`src/rtl/multicycle_ctrl_pkg.sv`:
```
// Shared types and constants for the multi-cycle RV32 sequencer.
package ctrl_pkg;

  typedef enum logic [2:0] {
    FETCH,
    DECODE,
    EXEC_I,
    EXEC_B,
    WB,
    TRAP
  } state_e;

  localparam logic [6:0] OPC_OP_IMM = 7'b0010011;
  localparam logic [6:0] OPC_BRANCH = 7'b1100011;
  localparam logic [2:0] FUNCT3_BNE = 3'b001;

  typedef enum logic [1:0] {
    FAULT_NONE    = 2'b00,
    FAULT_ILLEGAL = 2'b01,
    FAULT_TIMEOUT = 2'b10
  } fault_e;

endpackage

```
`src/rtl/multicycle_ctrl_if.sv`:
```
// Instruction-fetch handshake plus decode/ALU control bundle.
// master = sequencer side, slave = memory/datapath side.
interface multicycle_ctrl_if;
  logic        imem_req;
  logic [31:0] imem_addr;
  logic        imem_valid;
  logic [31:0] imem_rdata;
  logic [31:0] instr;
  logic [6:0]  opcode;
  logic [31:0] imm_ext;
  logic        alu_zero;
  logic        alu_src;
  logic        alu_sub;
  logic        rf_we;

  modport master (
    output imem_req, imem_addr, instr, opcode, alu_src, alu_sub, rf_we,
    input  imem_valid, imem_rdata, imm_ext, alu_zero
  );

  modport slave (
    input  imem_req, imem_addr, instr, opcode, alu_src, alu_sub, rf_we,
    output imem_valid, imem_rdata, imm_ext, alu_zero
  );
endinterface

```
`src/rtl/multicycle_ctrl_fetch_timeout_ctr.sv`:
```
// 8-bit saturating wait counter for the fetch handshake.
// expired_o flags the cycle whose count would reach LIMIT.
module fetch_timeout_ctr #(
  parameter int LIMIT = 255
) (
  input  logic clk,
  input  logic rst_n,
  input  logic clr_i,
  input  logic en_i,
  output logic expired_o
);

  localparam logic [7:0] LAST = 8'(LIMIT - 1);

  logic [7:0] cnt_q, cnt_d;

  // Clear wins over enable; count sticks at all-ones.
  always_comb begin
    cnt_d = cnt_q;
    if (clr_i)                      cnt_d = 8'd0;
    else if (en_i && cnt_q != 8'hFF) cnt_d = cnt_q + 8'd1;
  end

  // Counter register.
  always_ff @(posedge clk) begin
    if (!rst_n) cnt_q <= 8'd0;
    else        cnt_q <= cnt_d;
  end

  assign expired_o = en_i & ~clr_i & (cnt_q >= LAST);

endmodule

```
`src/rtl/multicycle_ctrl.sv`:
```
// Multi-cycle sequencer for a minimal RV32 core (addi + bne).
// Optional macro PERF_CNT_EN adds cycle / retired-instruction counters;
// without it both counter ports read constant 0.
module multicycle_ctrl
  import ctrl_pkg::*;
#(
  parameter logic [31:0] RESET_PC      = 32'h0000_0000,
  parameter int          FETCH_TIMEOUT = 255
) (
  input  logic                 clk,
  input  logic                 rst_n,
  multicycle_ctrl_if.master    bus,
  output logic [31:0]          pc,
  output logic                 halted,
  output logic [1:0]           fault_code,
  output logic [31:0]          cycle_cnt,
  output logic [31:0]          instret_cnt
);

  state_e      state_q, state_d;
  logic [31:0] pc_q, pc_d;
  logic [31:0] instr_q, instr_d;
  fault_e      fault_q, fault_d;
  logic        fetch_expired;

  // Wait counter runs only while a fetch is pending without data.
  fetch_timeout_ctr #(.LIMIT(FETCH_TIMEOUT)) u_tmo (
    .clk       (clk),
    .rst_n     (rst_n),
    .clr_i     ((state_q != FETCH) | bus.imem_valid),
    .en_i      ((state_q == FETCH) & ~bus.imem_valid),
    .expired_o (fetch_expired)
  );

  // State, PC, IR and fault registers.
  always_ff @(posedge clk) begin
    if (!rst_n) begin
      state_q <= FETCH;
      pc_q    <= RESET_PC;
      instr_q <= 32'd0;
      fault_q <= FAULT_NONE;
    end else begin
      state_q <= state_d;
      pc_q    <= pc_d;
      instr_q <= instr_d;
      fault_q <= fault_d;
    end
  end

  // Next-state, PC update and trap decisions.
  always_comb begin
    state_d = state_q;
    pc_d    = pc_q;
    instr_d = instr_q;
    fault_d = fault_q;
    case (state_q)
      FETCH: begin
        if (bus.imem_valid) begin
          instr_d = bus.imem_rdata;
          state_d = DECODE;
        end else if (fetch_expired) begin
          state_d = TRAP;
          fault_d = FAULT_TIMEOUT;
        end
      end
      DECODE: begin
        if (instr_q[6:0] == OPC_OP_IMM)
          state_d = EXEC_I;
        else if (instr_q[6:0] == OPC_BRANCH && instr_q[14:12] == FUNCT3_BNE)
          state_d = EXEC_B;
        else begin
          state_d = TRAP;
          fault_d = FAULT_ILLEGAL;
        end
      end
      EXEC_I: state_d = WB;
      WB: begin
        pc_d    = pc_q + 32'd4;
        state_d = FETCH;
      end
      EXEC_B: begin
        // bne: a non-zero difference means the operands differ -> taken.
        pc_d    = bus.alu_zero ? pc_q + 32'd4 : pc_q + bus.imm_ext;
        state_d = FETCH;
      end
      TRAP:    state_d = TRAP;
      default: state_d = FETCH;
    endcase
  end

  assign bus.imem_req  = (state_q == FETCH);
  assign bus.imem_addr = pc_q;
  assign bus.instr     = instr_q;
  assign bus.opcode    = instr_q[6:0];
  assign bus.alu_src   = (state_q == EXEC_I);
  assign bus.alu_sub   = (state_q == EXEC_B);
  assign bus.rf_we     = (state_q == WB);
  assign pc            = pc_q;
  assign halted        = (state_q == TRAP);
  assign fault_code    = fault_q;

`ifdef PERF_CNT_EN
  logic [31:0] cyc_q, ret_q;
  logic        retire;

  assign retire = (state_q == WB) || (state_q == EXEC_B);

  // Free-running cycle count and retire count, both wrapping.
  always_ff @(posedge clk) begin
    if (!rst_n) begin
      cyc_q <= 32'd0;
      ret_q <= 32'd0;
    end else begin
      cyc_q <= cyc_q + 32'd1;
      ret_q <= ret_q + {31'd0, retire};
    end
  end

  assign cycle_cnt   = cyc_q;
  assign instret_cnt = ret_q;
`else
  assign cycle_cnt   = 32'd0;
  assign instret_cnt = 32'd0;
`endif

endmodule
```
`src/flat_wrapper.sv`:
```
// flat-port wrapper written by rule: the top's interface ports become plain ports
module multicycle_ctrl_flat import ctrl_pkg::*;
#(
  parameter logic [31:0] RESET_PC      = 32'h0000_0000,
  parameter int          FETCH_TIMEOUT = 255
)
  (clk, rst_n, pc, halted, fault_code, cycle_cnt, instret_cnt, bus_imem_req, bus_imem_addr, bus_instr, bus_opcode, bus_alu_src, bus_alu_sub, bus_rf_we, bus_imem_valid, bus_imem_rdata, bus_imm_ext, bus_alu_zero);
  multicycle_ctrl_if bus_i ();
  input  logic clk;
  input  logic rst_n;
  output logic [31:0] pc;
  output logic halted;
  output logic [1:0] fault_code;
  output logic [31:0] cycle_cnt;
  output logic [31:0] instret_cnt;
  output wire logic [$bits(bus_i.imem_req)-1:0] bus_imem_req;
  output wire logic [$bits(bus_i.imem_addr)-1:0] bus_imem_addr;
  output wire logic [$bits(bus_i.instr)-1:0] bus_instr;
  output wire logic [$bits(bus_i.opcode)-1:0] bus_opcode;
  output wire logic [$bits(bus_i.alu_src)-1:0] bus_alu_src;
  output wire logic [$bits(bus_i.alu_sub)-1:0] bus_alu_sub;
  output wire logic [$bits(bus_i.rf_we)-1:0] bus_rf_we;
  input wire logic [$bits(bus_i.imem_valid)-1:0] bus_imem_valid;
  input wire logic [$bits(bus_i.imem_rdata)-1:0] bus_imem_rdata;
  input wire logic [$bits(bus_i.imm_ext)-1:0] bus_imm_ext;
  input wire logic [$bits(bus_i.alu_zero)-1:0] bus_alu_zero;
  assign bus_imem_req = bus_i.imem_req;
  assign bus_imem_addr = bus_i.imem_addr;
  assign bus_instr = bus_i.instr;
  assign bus_opcode = bus_i.opcode;
  assign bus_alu_src = bus_i.alu_src;
  assign bus_alu_sub = bus_i.alu_sub;
  assign bus_rf_we = bus_i.rf_we;
  assign bus_i.imem_valid = bus_imem_valid;
  assign bus_i.imem_rdata = bus_imem_rdata;
  assign bus_i.imm_ext = bus_imm_ext;
  assign bus_i.alu_zero = bus_alu_zero;
  multicycle_ctrl #(.RESET_PC(RESET_PC), .FETCH_TIMEOUT(FETCH_TIMEOUT)) u_core (.clk(clk), .rst_n(rst_n), .bus(bus_i), .pc(pc), .halted(halted), .fault_code(fault_code), .cycle_cnt(cycle_cnt), .instret_cnt(instret_cnt));
endmodule
```
`config.mk`:
```
export PLATFORM = sky130hd
export DESIGN_NAME = multicycle_ctrl_flat
export DESIGN_NICKNAME = d
export VERILOG_FILES = /design/src/rtl/multicycle_ctrl_pkg.sv /design/src/rtl/multicycle_ctrl_if.sv /design/src/rtl/multicycle_ctrl_fetch_timeout_ctr.sv /design/src/rtl/multicycle_ctrl.sv /design/src/flat_wrapper.sv
export SDC_FILE = /design/constraint.sdc
export NUM_CORES = 1
export LEC_CHECK = 0
export ABC_CLOCK_PERIOD_IN_PS = 3130
export CAP_MARGIN = 20
export CORE_MARGIN = 5
export CORE_UTILIZATION = 48
export CTS_CLUSTER_SIZE = 8
export DETAILED_ROUTE_END_ITERATION = 6
export DONT_BUFFER_PORTS = 1
export HOLD_SLACK_MARGIN = 0.1
export RECOVER_POWER = 50
export REMOVE_ABC_BUFFERS = 1
export SLEW_MARGIN = 30
export SYNTH_ARGS = -nofsm -noshare
export SYNTH_HDL_FRONTEND = slang
export SYNTH_SLANG_ARGS = --single-unit
```
`constraint.sdc`:
```
create_clock -name clk -period 3.13 [get_ports clk]
set_input_delay 0.1565 -clock clk [delete_from_list [all_inputs] [get_ports clk]]
set_output_delay 0.1565 -clock clk [all_outputs]
set_load 0.01 [all_outputs]
```
==> flow_summary.toml, run 1 <==
[critical_path]
critPathMaxFanout = 3
r2r_end = "u_core.bus.imem_addr[30]"
worstPathRequired_ns = 3.36
arrival_ns = 3.23
r2r_slack_ns = 0.14
critPathKind = "in -> reg"
reg2regPathDepth = 11
r2r-start = "u_core.bus.imem_addr[0]"
critPathLaunchType = "input port"
cp-end-kind = "flop"

[drt]
drt_wl_total_mm = 17.1
vias = 5558
drtIter0Drc = 281
via_per_inst = 5.64
routedWlPerCell_um = 17.3
ant_nets = 0
drc = 0
first_pass_iters = 5

[placed_design]
port_buffers = 0
gp_congestion = 0.918
placed_cell_area_um2 = 5730
dp_hpwl_mm = 12.2
place_inst = 934

[timing]
finalHoldViolations = 0
slew-limit-headroom = 0.466
period_needed_ns = 2.99
setup_viol = 0
fmax_mhz = 334
drv_slew = 0
fin_crit_sh = 0.956
fin_worst_skew_ns = 0.00959
worstMarginPinSlew_ns = 0.801
grt_setup_unrepaired = "no"
setup_tns_ns = 0

[clocking]
cts.sinks = 77
clk_latency_ns = 0.35
cts.path.max_buffers = 2
h-tree-depth = 3
cts_tree = "done"
cts_buffers = 9
root_buffer = "clkbuf_16"
clk_pin_slew_worst_paths_ns = 0.06

[global_route]
grt_pass1_vias = 5280
gr-usage-met1 = 0.254
gr-usage-met2 = 0.392
antenna_found_initial = 0
grtUsageTotal = 0.226
grt_max_degree = 35
overflow = 0
grt_pass1_wl_mm = 26.6
grt_util_met3 = 0.0867
grt.busiest_layer = "met2"

[floorplan]
ios = 242
start_util = 0.493
core_area_um2 = 12100
num_rows = 40
die-width_um = 121
die_area_um2 = 14700
die_h_um = 121

[flow_run]
maxCapViolCount = 0

[finish]
stdcell_area_um2 = 6340
area_growth_pct = 6.60
drive_gt1_frac = 0.0649
fin_nets = 915
diodes = 0
final_cells = 985

[yosys]
avgSynthCellArea_um2 = 7.34
synth_cell_types = 68
syn_area_um2 = 5950
yosysTopAreaCellShare = 0.259
ys_warn_count = 0
synthCells = 810
yosys-top-cells-count = "nand2_1 (130), a21oi_1 (106), buf_4 (103)"
synth_ff_type = "dfxtp_1"
ys_seq_area_frac = 0.259
synth_area_leaders = "dfxtp_1 (26%), buf_4 (13%), a21oi_1 (8.9%), nand2_1 (8.2%), ha_1 (7.2%)"
ys_ff_latch = 77
synthArstFlopShare = 0
yosysMostFrequentCell = "nand2_1"
synth_edf_count = 0
synth_top_area_cell = "dfxtp_1"

[pwr]
powerDensity_nw_per_um2 = 407
p_total_w = 0.00258
leakage_nw = 2.54
ir_drop_v = 0.000391

[worst_hold_path]
hold_depth = 2
hp-class = "in -> reg"
hold_end = "u_core.u_tmo.cnt_q[5]"
worstHoldStart = "rst_n"

[outcome]
status = "finished clean"
registers in the layout, indices dropped and copies added (netlist names):
| name | flops |
|---|---|
| u_core.bus.imem_addr | 32 |
| u_core.bus.instr | 32 |
| u_core.fault_code | 2 |
| u_core.state_q | 3 |
| u_core.u_tmo.cnt_q | 8 |
final cells by class:
class | instances | area, um^2
clock buffers | 10 | 229
clock inverters | 6 | 68.8
fillers | 1146 | 5720
inverters | 17 | 63.8
multi-input cells | 642 | 3700
flip-flops and latches | 77 | 1540
well taps | 168 | 210
repair buffers | 65 | 529
worst max path at each step:
stage | start | endpoint | slack, ns | cells past startpoint
CTS | u_core.bus.imem_addr[0] | u_core.bus.imem_addr[30] | 0.05 | 11
detailed placement | u_core.bus.imem_addr[0] | u_core.bus.imem_addr[30] | 0.07 | 11
global route | u_core.bus.imem_addr[0] | u_core.bus.imem_addr[30] | 0.002 | 11
finish | bus_imm_ext[0] | u_core.bus.imem_addr[30] | 0.14 | 12
floorplan | u_core.state_q[1] | u_core.bus.imem_addr[24] | -0.42 | 6
global placement | u_core.bus.imem_addr[0] | u_core.bus.imem_addr[30] | 0.15 | 11
logic make-up (layout without fill, tap and decap cells):
family | Yosys count | in the layout | synth area share
and+or+nand+nor | 281 | 281 | 0.226
xor gates and xnor gates | 29 | 29 | 0.0427
buffers and inverters | 154 | 98 | 0.162
muxes | 5 | 5 | 0.00883
DFF | 77 | 77 | 0.259
AOI/OAI and AO/OA | 228 | 228 | 0.226
adders and majority gates | 35 | 35 | 0.0749
other | 1 | 64 | 0.000630
layout by cell type, fill, tap and decap left out, types with 3 or more instances in the layout:
cell type	Yosys	layout
o21a_1	4	4
mux2i_1	3	3
conb_1	1	64
nor4_1	5	5
nand3_1	20	20
and4_1	7	7
xor2_1	15	15
ha_1	34	34
and3_1	9	9
a211oi_1	14	14
dfxtp_1	77	77
nor2_1	47	47
xnor2_1	14	14
nand2_1	130	130
inv_1	16	16
o31ai_1	4	4
nand2b_1	4	4
nor2b_1	5	4
buf_4	103	19
o22ai_1	4	3
nor3_1	17	16
nand4_1	11	11
or3_1	5	5
clkbuf_16	0	9
clkbuf_1	32	12
a21oi_1	106	106
a31oi_1	4	4
dlygate4sd3_1	0	34
and2_1	6	6
a2111oi_0	4	4
o21ai_0	46	46
a21o_1	8	8
o21ai_1	8	8
worst max-delay path, stage by stage:
cell and delay [ns]:
dlygate4sd3_1 0.54, ha_1 0.21, inv_1 0.07, fa_1 0.42
nor2b_2 0.17, o2111ai_2 0.16, a21oi_2 0.20, nor3_1 0.09
o31ai_2 0.30, a21boi_2 0.11, or4b_1 0.53, a32o_1 0.27
metal layers:
layer | part of all wire | vias up
li1 | - | 2699
met1 | 0.40 | 2586
met2 | 0.48 | 247
met3 | 0.10 | 26
met4 | 0.017 | 0
met5 | 0 | -
timing repair:
item | 4_1_cts | 5_1_grt
setup buffers | 0 | 0
hold endpoints to repair | 58 | 0
endpoints found under the setup margin | 0 | 1
resized for setup | 0 | 2
hold buffers | 35 | 0
through the flow:
step           worst slack [ns]  utilization  hold slack (ns)
2_1_floorplan            -0.415            -            0.273
3_3_place_gp              0.150        0.475            0.294
3_5_place_dp             0.0689        0.475            0.293
4_1_cts                  0.0478        0.529            0.123
5_1_grt                 0.00194        0.526            0.163
6_report                  0.137        0.526            0.145
power breakdown:
| group | switching, W | internal, W |
|---|---|---|
| Sequential | 0.0000767 | 0.00103 |
| Combinational | 0.000265 | 0.000141 |
| Clock | 0.000448 | 0.000624 |
Power figures use the tool's default switching activity.
==> run 2, diff against run 1 <==
CAP_MARGIN = unset   (was 20)
PLACE_DENSITY = 0.69   (was unset)
SLEW_MARGIN = 25   (was 30)
==> run 2 against run 1 <==
- die area did not move
- via count rose by 1.5%
- clock power barely moved
- first-iteration DRC count rose by 61%
- sequential cell count did not move
- critical path type is now reg -> reg
- cell area fell by 0.36%
- register-to-register slack improved by 0.07 ns
- non-clock buffer count did not move
- power fell by 1.5%
==> flow_summary.toml, run 2 (synthesized netlist as in run 1, its figures left out) <==
[finish]
stdcell_area_um2 = 6320
multi_input_area_um2 = 3680
final_common_cell = "nand2_1"
mostFrequentLayoutCells = "nand2_1 (130), a21oi_1 (106), dfxtp_1 (77)"
diodes = 0
fin_util = 0.524
area_growth_pct = 6.23
fin_nets = 915
regArea_um2 = 1540
fill_cells = 1130
drive_gt1_frac = 0.0600

[timing]
hold_slack_ns = 0.110
finalHoldViolations = 0
worstMarginPinSlew_ns = 1.01
fin_crit_sh = 0.935
drv_slew = 0
grt_setup_unrepaired = "no"
fin_worst_skew_ns = 0.00725
slew-limit-headroom = 0.326
fmax_mhz = 342
setup_viol = 0
period_needed_ns = 2.93
fin_ws_ns = 0.203

[pwr]
leakage_nw = 2.53
ir_drop_v = 0.000349
seq_power_share = 0.434
comb_power_share = 0.158
powerDensity_nw_per_um2 = 403
intPower_w = 0.00174
p_sw_frac = 0.315
p_switching_w = 0.000802
clkPwrFrac = 0.408
p_total_w = 0.00255

[critical_path]
worstPathRequired_ns = 3.37
critPathMaxFanout = 3
critPathLaunchType = "flop"
critPathKind = "reg -> reg"
reg2regPathDepth = 11
cp-end-kind = "flop"
arrival_ns = 3.17

[floorplan]
die-width_um = 121
num_rows = 40
die_h_um = 121
core_area_um2 = 12100
die_area_um2 = 14700
ios = 242
start_util = 0.493

[clocking]
h-tree-depth = 3
cts.sinks = 77
cts_setup_buffers = 0
cts_buffers = 9
cts_resized = 0
cts.path.max_buffers = 2
root_buffer = "clkbuf_16"
cts_tree = "done"
clk_pin_slew_worst_paths_ns = 0.07
clk_latency_ns = 0.34

[global_route]
grtUsageTotal = 0.230
grt_max_degree = 35
antenna_found_initial = 0
grt_util_met3 = 0.0797
grt.busiest_layer = "met2"
gr-usage-met1 = 0.262
grt_pass1_wl_mm = 27.4
overflow = 0
grt_pass1_vias = 5508
gr-usage-met2 = 0.395

[drt]
via_per_inst = 5.73
first_pass_iters = 5
vias = 5640
drt_wl_total_mm = 17.0
drc = 0
routedWlPerCell_um = 17.2
ant_nets = 0
drtIter0Drc = 452

[placed_design]
port_buffers = 0
dpl_worst_slack_ns = 0.120
dp_hpwl_mm = 12.3
gp_congestion = 0.989
placed_cell_area_um2 = 5730

[worst_hold_path]
hold_depth = 3
hp-class = "in -> reg"

[outcome]
status = "finished clean"

[flow_run]
maxCapViolCount = 0
run 2: critical path, stage by stage, from the launching register on:
cell and delay [ns]:
dfxtp_1 0.33, ha_1 0.18, inv_1 0.06, fa_1 0.39, nor2b_1 0.17, o2111ai_1 0.20
a21oi_2 0.23, nor3_1 0.09, o31ai_2 0.26, a21boi_2 0.11, or4b_1 0.53, a32o_1 0.25
run 2: path summary, 6_finish.rpt:
path                                 from                        to  slack [ns]
hold / removal             bus_imm_ext[0]   u_core.bus.imem_addr[0]        0.11
setup / recovery  u_core.bus.imem_addr[0]  u_core.bus.imem_addr[30]        0.20
setup reg to reg  u_core.bus.imem_addr[0]  u_core.bus.imem_addr[30]        0.20
hold reg to reg      u_core.bus.instr[25]      u_core.bus.instr[25]        0.51
run 2: routing by layer:
layer / vias up / wire [um] / part of all wire
li1: 2705 / - / -
met1: 2596 / 6490 / 0.38
met2: 302 / 8240 / 0.49
met3: 37 / 1840 / 0.11
met4: 0 / 410 / 0.024
met5: - / 0 / 0
run 2: cell type report:
class | instances | share of cell area
clock buffer | 10 | 0.0378
clock inverter | 6 | 0.00891
inverter | 17 | 0.0101
multi-input combinational | 642 | 0.583
sequential | 77 | 0.244
tap | 168 | 0.0333
timing repair buffer | 65 | 0.0830
run 2: through the flow:
stage / std cells / setup TNS (ns)
global route: 985 / 0
floorplan: 736 / -2.25
finish: 985 / 0
detailed placement: 935 / 0
global placement: 935 / 0
CTS: 985 / 0
run 2: power by group through the flow:
| stage | combinational [W] | clock (W) | sequential [W] |
|---|---|---|---|
| floorplan | 0.000257 | 0 | 0.00111 |
| global placement | 0.000348 | 0 | 0.00112 |
| detailed placement | 0.000358 | 0 | 0.00113 |
| CTS | 0.000397 | 0.00106 | 0.00110 |
| global route | 0.000451 | 0.00111 | 0.00111 |
| finish | 0.000403 | 0.00104 | 0.00110 |
run 2: timing repair:
| item | CTS | global route |
|---|---|---|
| hold buffers | 34 | 0 |
| endpoints found under the hold margin | 57 | 0 |
| endpoints found under the setup margin | 0 | 1 |
